**config.mk**
```make
export PLATFORM = sky130hd
export DESIGN_NAME = espacc_dma_rd_arbiter_flat
export DESIGN_NICKNAME = d
export VERILOG_FILES = /design/src/rtl/espacc_dma_rd_arbiter_if.sv /design/src/rtl/espacc_dma_rd_arbiter.sv /design/src/flat_wrapper.sv
export SDC_FILE = /design/constraint.sdc
export NUM_CORES = 1
export LEC_CHECK = 0
export CAP_MARGIN = 40
export CORE_AREA = 5 5 158 160
export CTS_BUF_LIST = sky130_fd_sc_hd__clkbuf_16
export CTS_CLUSTER_DIAMETER = 200
export CTS_CLUSTER_SIZE = 40
export DETAILED_ROUTE_END_ITERATION = 8
export DIE_AREA = 0 0 163 165
export HOLD_SLACK_MARGIN = 0.06
export MAX_ROUTING_LAYER = met4
export SLEW_MARGIN = 20
export SYNTH_ARGS = -nofsm -noshare
export SYNTH_HDL_FRONTEND = slang
export SYNTH_SLANG_ARGS = --single-unit
```
**constraint.sdc**
```tcl
create_clock -name clk -period 2.85 [get_ports clk]
set_input_delay 0.855 -clock clk [delete_from_list [all_inputs] [get_ports clk]]
set_output_delay 0.855 -clock clk [all_outputs]
set_load 0.05 [all_outputs]
```
**src/rtl/espacc_dma_rd_arbiter_if.sv**
```systemverilog
// Bus bundle for the two-client DMA read arbiter: client request/beat channels
// and the shared accelerator DMA read control/data channels.
interface espacc_dma_rd_arbiter_if #(
   parameter int DMA_BUS_WIDTH = 64,
   parameter int LEN_WIDTH     = 32
);
   logic                     c0_rd_ctrl_valid;
   logic                     c0_rd_ctrl_ready;
   logic [31:0]              c0_rd_ctrl_index;
   logic [LEN_WIDTH-1:0]     c0_rd_ctrl_length;
   logic [2:0]               c0_rd_ctrl_size;
   logic                     c0_rd_chnl_valid;
   logic                     c0_rd_chnl_ready;
   logic [DMA_BUS_WIDTH-1:0] c0_rd_chnl_data;

   logic                     c1_rd_ctrl_valid;
   logic                     c1_rd_ctrl_ready;
   logic [31:0]              c1_rd_ctrl_index;
   logic [LEN_WIDTH-1:0]     c1_rd_ctrl_length;
   logic [2:0]               c1_rd_ctrl_size;
   logic                     c1_rd_chnl_valid;
   logic                     c1_rd_chnl_ready;
   logic [DMA_BUS_WIDTH-1:0] c1_rd_chnl_data;

   logic                     dma_read_ctrl_valid;
   logic                     dma_read_ctrl_ready;
   logic [31:0]              dma_read_ctrl_data_index;
   logic [LEN_WIDTH-1:0]     dma_read_ctrl_data_length;
   logic [2:0]               dma_read_ctrl_data_size;
   logic                     dma_read_chnl_valid;
   logic                     dma_read_chnl_ready;
   logic [DMA_BUS_WIDTH-1:0] dma_read_chnl_data;

   // arbiter side
   modport slave (
      input  c0_rd_ctrl_valid, c0_rd_ctrl_index, c0_rd_ctrl_length, c0_rd_ctrl_size, c0_rd_chnl_ready,
      output c0_rd_ctrl_ready, c0_rd_chnl_valid, c0_rd_chnl_data,
      input  c1_rd_ctrl_valid, c1_rd_ctrl_index, c1_rd_ctrl_length, c1_rd_ctrl_size, c1_rd_chnl_ready,
      output c1_rd_ctrl_ready, c1_rd_chnl_valid, c1_rd_chnl_data,
      output dma_read_ctrl_valid, dma_read_ctrl_data_index, dma_read_ctrl_data_length,
             dma_read_ctrl_data_size, dma_read_chnl_ready,
      input  dma_read_ctrl_ready, dma_read_chnl_valid, dma_read_chnl_data
   );

   // requester/DMA environment side
   modport master (
      output c0_rd_ctrl_valid, c0_rd_ctrl_index, c0_rd_ctrl_length, c0_rd_ctrl_size, c0_rd_chnl_ready,
      input  c0_rd_ctrl_ready, c0_rd_chnl_valid, c0_rd_chnl_data,
      output c1_rd_ctrl_valid, c1_rd_ctrl_index, c1_rd_ctrl_length, c1_rd_ctrl_size, c1_rd_chnl_ready,
      input  c1_rd_ctrl_ready, c1_rd_chnl_valid, c1_rd_chnl_data,
      input  dma_read_ctrl_valid, dma_read_ctrl_data_index, dma_read_ctrl_data_length,
             dma_read_ctrl_data_size, dma_read_chnl_ready,
      output dma_read_ctrl_ready, dma_read_chnl_valid, dma_read_chnl_data
   );
endinterface

```
**src/rtl/espacc_dma_rd_arbiter.sv**
```systemverilog
// Round-robin arbiter sharing one ESP DMA read path (ctrl + data) between two
// clients; each grant spans the ctrl handshake plus exactly `length` beats.
module espacc_dma_rd_arbiter_port (
   input  logic grant_en,
   input  logic win_sel,
   input  logic data_en,
   input  logic own_sel,
   input  logic dma_valid,
   output logic ctrl_ready,
   output logic chnl_valid
);
   assign ctrl_ready = grant_en & win_sel;
   assign chnl_valid = data_en & own_sel & dma_valid;
endmodule

module espacc_dma_rd_arbiter #(
   parameter int DMA_BUS_WIDTH = 64,
   parameter int LEN_WIDTH     = 32
) (
   input  logic                   clk,
   input  logic                   rst,
   espacc_dma_rd_arbiter_if.slave bus,
   output logic                   busy,
   output logic                   owner
);
   localparam int NUM_CLIENTS = 2;

   typedef enum logic [1:0] {IDLE, CTRL, DATA} state_t;

   state_t state_q, state_d;

   logic [NUM_CLIENTS-1:0]                req_valid;
   logic [NUM_CLIENTS-1:0][31:0]          req_index;
   logic [NUM_CLIENTS-1:0][LEN_WIDTH-1:0] req_length;
   logic [NUM_CLIENTS-1:0][2:0]           req_size;
   logic [NUM_CLIENTS-1:0]                cl_chnl_ready;
   logic [NUM_CLIENTS-1:0]                cl_ctrl_ready;
   logic [NUM_CLIENTS-1:0]                cl_chnl_valid;
   logic [NUM_CLIENTS-1:0]                win_oh, own_oh;

   logic                     rr_last, winner, grant, ctrl_hs, beat_hs, last_beat;
   logic                     data_phase;
   logic [31:0]              index_q;
   logic [LEN_WIDTH-1:0]     length_q, beats_left;
   logic [2:0]               size_q;
   logic [DMA_BUS_WIDTH-1:0] rd_data;

   assign req_valid     = {bus.c1_rd_ctrl_valid,  bus.c0_rd_ctrl_valid};
   assign req_index     = {bus.c1_rd_ctrl_index,  bus.c0_rd_ctrl_index};
   assign req_length    = {bus.c1_rd_ctrl_length, bus.c0_rd_ctrl_length};
   assign req_size      = {bus.c1_rd_ctrl_size,   bus.c0_rd_ctrl_size};
   assign cl_chnl_ready = {bus.c1_rd_chnl_ready,  bus.c0_rd_chnl_ready};

   // tie goes to the client that did not win last; rr_last resets to 1 so c0 wins first
   assign winner = (&req_valid) ? ~rr_last : req_valid[1];
   assign win_oh = winner ? 2'b10 : 2'b01;
   assign own_oh = owner  ? 2'b10 : 2'b01;

   // rst gates the grant so ctrl_ready reads 0 the moment reset is asserted
   assign grant      = (state_q == IDLE) && (|req_valid) && rst;
   assign ctrl_hs    = (state_q == CTRL) && bus.dma_read_ctrl_ready;
   assign data_phase = (state_q == DATA);
   assign beat_hs    = data_phase && bus.dma_read_chnl_valid && cl_chnl_ready[owner];
   assign last_beat  = beat_hs && (beats_left == {{(LEN_WIDTH-1){1'b0}}, 1'b1});

   for (genvar i = 0; i < NUM_CLIENTS; i++) begin : g_port
      espacc_dma_rd_arbiter_port u_port (
         .grant_en   (grant),
         .win_sel    (win_oh[i]),
         .data_en    (data_phase),
         .own_sel    (own_oh[i]),
         .dma_valid  (bus.dma_read_chnl_valid),
         .ctrl_ready (cl_ctrl_ready[i]),
         .chnl_valid (cl_chnl_valid[i])
      );
   end

   always_ff @(posedge clk or negedge rst) begin
      if (!rst) state_q <= IDLE;
      else      state_q <= state_d;
   end

   always_comb begin
      state_d                 = state_q;
      bus.dma_read_ctrl_valid = 1'b0;
      bus.dma_read_chnl_ready = 1'b0;
      case (state_q)
         IDLE: if (grant) state_d = CTRL;
         CTRL: begin
            bus.dma_read_ctrl_valid = 1'b1;
            if (bus.dma_read_ctrl_ready)
               state_d = (length_q == '0) ? IDLE : DATA;
         end
         DATA: begin
            bus.dma_read_chnl_ready = cl_chnl_ready[owner];
            if (last_beat) state_d = IDLE;
         end
         default: state_d = IDLE;
      endcase
   end

   always_ff @(posedge clk or negedge rst) begin
      if (!rst) begin
         index_q    <= '0;
         length_q   <= '0;
         size_q     <= '0;
         owner      <= 1'b0;
         rr_last    <= 1'b1;
         beats_left <= '0;
      end else begin
         if (grant) begin
            index_q  <= req_index[winner];
            length_q <= req_length[winner];
            size_q   <= req_size[winner];
            owner    <= winner;
            rr_last  <= winner;
         end
         if (ctrl_hs && (length_q != '0))
            beats_left <= length_q;
         else if (beat_hs)
            beats_left <= beats_left - {{(LEN_WIDTH-1){1'b0}}, 1'b1};
      end
   end

   assign rd_data = bus.dma_read_chnl_data;

   assign busy                          = (state_q != IDLE);
   assign bus.c0_rd_ctrl_ready          = cl_ctrl_ready[0];
   assign bus.c1_rd_ctrl_ready          = cl_ctrl_ready[1];
   assign bus.c0_rd_chnl_valid          = cl_chnl_valid[0];
   assign bus.c1_rd_chnl_valid          = cl_chnl_valid[1];
   assign bus.c0_rd_chnl_data           = rd_data;
   assign bus.c1_rd_chnl_data           = rd_data;
   assign bus.dma_read_ctrl_data_index  = index_q;
   assign bus.dma_read_ctrl_data_length = length_q;
   assign bus.dma_read_ctrl_data_size   = size_q;
endmodule

```
**src/flat_wrapper.sv**
```systemverilog
// flat-port wrapper written by rule: the top's interface ports become plain ports
module espacc_dma_rd_arbiter_flat 
#(
   parameter int DMA_BUS_WIDTH = 64,
   parameter int LEN_WIDTH     = 32
)
  (clk, rst, busy, owner, bus_c0_rd_ctrl_valid, bus_c0_rd_ctrl_index, bus_c0_rd_ctrl_length, bus_c0_rd_ctrl_size, bus_c0_rd_chnl_ready, bus_c0_rd_ctrl_ready, bus_c0_rd_chnl_valid, bus_c0_rd_chnl_data, bus_c1_rd_ctrl_valid, bus_c1_rd_ctrl_index, bus_c1_rd_ctrl_length, bus_c1_rd_ctrl_size, bus_c1_rd_chnl_ready, bus_c1_rd_ctrl_ready, bus_c1_rd_chnl_valid, bus_c1_rd_chnl_data, bus_dma_read_ctrl_valid, bus_dma_read_ctrl_data_index, bus_dma_read_ctrl_data_length, bus_dma_read_ctrl_data_size, bus_dma_read_chnl_ready, bus_dma_read_ctrl_ready, bus_dma_read_chnl_valid, bus_dma_read_chnl_data);
  espacc_dma_rd_arbiter_if #(.DMA_BUS_WIDTH(DMA_BUS_WIDTH), .LEN_WIDTH(LEN_WIDTH)) bus_i ();
  input  logic clk;
  input  logic rst;
  output logic busy;
  output logic owner;
  input wire logic [$bits(bus_i.c0_rd_ctrl_valid)-1:0] bus_c0_rd_ctrl_valid;
  input wire logic [$bits(bus_i.c0_rd_ctrl_index)-1:0] bus_c0_rd_ctrl_index;
  input wire logic [$bits(bus_i.c0_rd_ctrl_length)-1:0] bus_c0_rd_ctrl_length;
  input wire logic [$bits(bus_i.c0_rd_ctrl_size)-1:0] bus_c0_rd_ctrl_size;
  input wire logic [$bits(bus_i.c0_rd_chnl_ready)-1:0] bus_c0_rd_chnl_ready;
  output wire logic [$bits(bus_i.c0_rd_ctrl_ready)-1:0] bus_c0_rd_ctrl_ready;
  output wire logic [$bits(bus_i.c0_rd_chnl_valid)-1:0] bus_c0_rd_chnl_valid;
  output wire logic [$bits(bus_i.c0_rd_chnl_data)-1:0] bus_c0_rd_chnl_data;
  input wire logic [$bits(bus_i.c1_rd_ctrl_valid)-1:0] bus_c1_rd_ctrl_valid;
  input wire logic [$bits(bus_i.c1_rd_ctrl_index)-1:0] bus_c1_rd_ctrl_index;
  input wire logic [$bits(bus_i.c1_rd_ctrl_length)-1:0] bus_c1_rd_ctrl_length;
  input wire logic [$bits(bus_i.c1_rd_ctrl_size)-1:0] bus_c1_rd_ctrl_size;
  input wire logic [$bits(bus_i.c1_rd_chnl_ready)-1:0] bus_c1_rd_chnl_ready;
  output wire logic [$bits(bus_i.c1_rd_ctrl_ready)-1:0] bus_c1_rd_ctrl_ready;
  output wire logic [$bits(bus_i.c1_rd_chnl_valid)-1:0] bus_c1_rd_chnl_valid;
  output wire logic [$bits(bus_i.c1_rd_chnl_data)-1:0] bus_c1_rd_chnl_data;
  output wire logic [$bits(bus_i.dma_read_ctrl_valid)-1:0] bus_dma_read_ctrl_valid;
  output wire logic [$bits(bus_i.dma_read_ctrl_data_index)-1:0] bus_dma_read_ctrl_data_index;
  output wire logic [$bits(bus_i.dma_read_ctrl_data_length)-1:0] bus_dma_read_ctrl_data_length;
  output wire logic [$bits(bus_i.dma_read_ctrl_data_size)-1:0] bus_dma_read_ctrl_data_size;
  output wire logic [$bits(bus_i.dma_read_chnl_ready)-1:0] bus_dma_read_chnl_ready;
  input wire logic [$bits(bus_i.dma_read_ctrl_ready)-1:0] bus_dma_read_ctrl_ready;
  input wire logic [$bits(bus_i.dma_read_chnl_valid)-1:0] bus_dma_read_chnl_valid;
  input wire logic [$bits(bus_i.dma_read_chnl_data)-1:0] bus_dma_read_chnl_data;
  assign bus_i.c0_rd_ctrl_valid = bus_c0_rd_ctrl_valid;
  assign bus_i.c0_rd_ctrl_index = bus_c0_rd_ctrl_index;
  assign bus_i.c0_rd_ctrl_length = bus_c0_rd_ctrl_length;
  assign bus_i.c0_rd_ctrl_size = bus_c0_rd_ctrl_size;
  assign bus_i.c0_rd_chnl_ready = bus_c0_rd_chnl_ready;
  assign bus_c0_rd_ctrl_ready = bus_i.c0_rd_ctrl_ready;
  assign bus_c0_rd_chnl_valid = bus_i.c0_rd_chnl_valid;
  assign bus_c0_rd_chnl_data = bus_i.c0_rd_chnl_data;
  assign bus_i.c1_rd_ctrl_valid = bus_c1_rd_ctrl_valid;
  assign bus_i.c1_rd_ctrl_index = bus_c1_rd_ctrl_index;
  assign bus_i.c1_rd_ctrl_length = bus_c1_rd_ctrl_length;
  assign bus_i.c1_rd_ctrl_size = bus_c1_rd_ctrl_size;
  assign bus_i.c1_rd_chnl_ready = bus_c1_rd_chnl_ready;
  assign bus_c1_rd_ctrl_ready = bus_i.c1_rd_ctrl_ready;
  assign bus_c1_rd_chnl_valid = bus_i.c1_rd_chnl_valid;
  assign bus_c1_rd_chnl_data = bus_i.c1_rd_chnl_data;
  assign bus_dma_read_ctrl_valid = bus_i.dma_read_ctrl_valid;
  assign bus_dma_read_ctrl_data_index = bus_i.dma_read_ctrl_data_index;
  assign bus_dma_read_ctrl_data_length = bus_i.dma_read_ctrl_data_length;
  assign bus_dma_read_ctrl_data_size = bus_i.dma_read_ctrl_data_size;
  assign bus_dma_read_chnl_ready = bus_i.dma_read_chnl_ready;
  assign bus_i.dma_read_ctrl_ready = bus_dma_read_ctrl_ready;
  assign bus_i.dma_read_chnl_valid = bus_dma_read_chnl_valid;
  assign bus_i.dma_read_chnl_data = bus_dma_read_chnl_data;
  espacc_dma_rd_arbiter #(.DMA_BUS_WIDTH(DMA_BUS_WIDTH), .LEN_WIDTH(LEN_WIDTH)) u_core (.clk(clk), .rst(rst), .bus(bus_i), .busy(busy), .owner(owner));
endmodule
```
==> results.md <==
- Status: finished, final reports clean
- CTS tree: done
- Dominant synthesized flop cell: dfrtp_1
- Core Area: 0.0233 mm2
- Relative slew margins: 52.8%
- Area contributors post-synth: dfrtp_1 41%, buf_4 15%, mux2i_1 11%
- Port buffer count: 216
- Number of synthesized flops with an enable pin: 0
- Fin. Hold Viols: 0
- Placed inst area: 0.00805 mm2
- CTS hold repair buffers: 0
- Die width: 163 um
- Post-route DRC: 0
- Initial drt markers: 315
- Tcrit/Tclk final: 98.7%
- Post-Syn Area: 0.00629 mm2
- Setup crit end: bus_c1_rd_ctrl_ready
- Synthesized Nets: 875
- DP HPWL: 14900 um
- DRT Pass-1 Iters: 5
- Final setup fails: 0
- Non-filler cells, final: 1081
- Depth of the most critical reg-to-reg path: 7
- Post-DRT Antenna Nets: 0
- First-pass GRT wire length: 28800 um
- Vias in the first global route: 5039
- Critical Path Sink Type: output pin
- Cell count after synthesis: 667
- Setup bufs post-CTS: 0
- Clock root cell: clkbuf_16
- Initial core utilization: 27.1%
- Resize count post-CTS: 2
- Fmax: 356 MHz
- RR Startpoint: u_core.beats_left[0]
- Clock transition at path regs: 60 ps
- Clock sinks: 103
- CP Launch Point: bus_c0_rd_ctrl_valid
- Post-synth top area cell: dfrtp_1
- Vias post-DR: 4989
- Initial antenna violation count: 1
- Die height: 165 um
- Sequential share of the synthesized area: 41.0%
- Crit-path max FO: 2
- Clock buffer depth: 2
- Final setup TNS: 0 ps
- Syn Area/Cell: 9.44 um2
- Dpl ws: -69.9 ps
- Row count: 56
- Congestion Overflow GR: 0
- Routability Congestion: 0.841
- Area Overhead vs Synth: 33.0%
- WHS Path Cells: 2
- Synth async-reset ratio: 100%
- Htree depth: 3
- Reg2Reg Setup Slack: 330 ps
- Worst Skew: 8.75 ps
- RSZ-0062 raised after global routing: false
- Hold WC Path Type: flip-flop to flip-flop
- Number of buffers created by CTS: 9
- Largest net degree at the start of global routing: 89
- Yosys cell types: 60
- Least-Margin Pin Slew: 708 ps
- Synth cell count leaders: 128 x buf_4, 102 x dfrtp_1, 89 x nand2_1
- Most common cell in the synthesized netlist: buf_4
- PD cells: 1090 mW/mm2
- Max Slew Vio Count: 0
- Synth warn: 0
- Final hold slack: 478 ps
- Worst EP arrival: 1960 ps
- Max-cap viol count: 0
- Vias per cell: 4.62
- # IOs: 409
- Post-synth top area share: 40.5%
- Share of cells above drive strength 1: 8.80%
- Leakage: 3.57 nW
- Worst EP required: 2000 ps
- Yosys reg bits: 103
- # fillers: 2475
- Routed length per instance: 17.6 um
- Dpl cells: 1065
- Crit start category: input pin
- Worst skew pair latency: 350 ps
- RR Endpoint: u_core.beats_left[30]
- Total GRT Usage: 14.3%
- Nets: 965
- Design area: 0.00837 mm2
- Routed WL: 19100 um
- CP Class: input pin to output pin
- Min Tclk post-route: 2810 ps
- Maximum VDD drop: 0.000412 V
- Setup slack after layout: 38.4 ps
- Die area: 0.0269 mm2
## cell usage in the layout, fill, tap and decap left out, types with 9 or more instances in the layout
cell	netlist	layout
a221o_1	10	10
buf_4	128	24
clkbuf_16	0	9
clkdlybuf4s50_1	0	209
dfrtp_1	102	102
mux2i_1	70	69
nand2_1	89	88
nand3_1	10	10
nor2_1	20	18
nor4_1	13	13
o211ai_1	9	9
o21ai_0	73	73
## layout make-up
cell class	count	area [um2]	share of cell area (%)
multi-input combinational	394	2630	31.4
tap	319	399	4.77
antenna	1	2.50	0.0299
timing repair buffer	241	2430	29.1
clock buffer	9	225	2.69
clock inverter	6	76.3	0.912
inverter	8	30.0	0.359
sequential	103	2580	30.8
## per-layer routing
| metal | up-vias | part of all wire [%] | track usage (%) |
|---|---|---|---|
| met5 | - | 0 | - |
| met2 | 218 | 48 | 22.8 |
| met3 | 39 | 7.1 | 3.54 |
| met4 | 0 | 2.2 | 5.22 |
| li1 | 2410 | - | - |
| met1 | 2322 | 43 | 17.5 |
## logic make-up (layout without fill, tap and decap cells)
family                   count (synthesis)  after routing  share of synthesized area [%]
XOR/XNOR                                 3              3                          0.417
AO/OA/AOI/OAI                          129            129                           13.4
flip-flops                             103            103                           41.0
adder cells (fa/ha/maj)                  2              2                          0.397
other                                    0              1                              0
multiplexers                            71             71                           11.3
buffers and inverters                  170            264                           17.9
AND/OR/NAND/NOR                        189            189                           15.6
## worst min path at each step
stage / start / end / slack, ps
4_1_cts: u_core.bus.dma_read_ctrl_data_index[29] / u_core.bus.dma_read_ctrl_data_index[29] / 480
3_3_place_gp: u_core.bus.dma_read_ctrl_data_index[21] / u_core.bus.dma_read_ctrl_data_index[21] / 460
6_report: u_core.bus.dma_read_ctrl_data_index[12] / u_core.bus.dma_read_ctrl_data_index[12] / 480
3_5_place_dp: u_core.bus.dma_read_ctrl_data_index[1] / u_core.bus.dma_read_ctrl_data_index[1] / 470
2_1_floorplan: u_core.beats_left[10] / u_core.beats_left[10] / 480
5_1_grt: u_core.bus.dma_read_ctrl_data_index[15] / u_core.bus.dma_read_ctrl_data_index[15] / 500
## worst max-delay path: stages
cell,delay [ps]
clkdlybuf4s50_1,490
nor2_1,70
nor2_2,160
and3_4,240
buf_12,140
## report_power, final
group / leakage, nW / internal (mW) / switching, mW
sequential: 1.29 / 2.13 / 0.742
combinational: 2.14 / 1.82 / 3.13
clock: 0.148 / 0.755 / 0.540
total: 3.57 / 4.71 / 4.41
## flip-flops by register name, indices dropped and copies added (netlist names)
name	cells
u_core.owner	1
u_core.rr_last	1
u_core.bus.dma_read_ctrl_data_length	32
u_core.bus.dma_read_ctrl_data_index	32
u_core.bus.dma_read_ctrl_data_size	3
u_core.state_q	2
u_core.beats_left	32
## through the flow
step                power, mW  util, %
floorplan                6.33        -
global placement         7.85     34.6
detailed placement       7.89     34.6
CTS                      9.23     35.9
global route             9.64     36.0
finish                   9.12     36.0
Power figures use the tool's default switching activity.
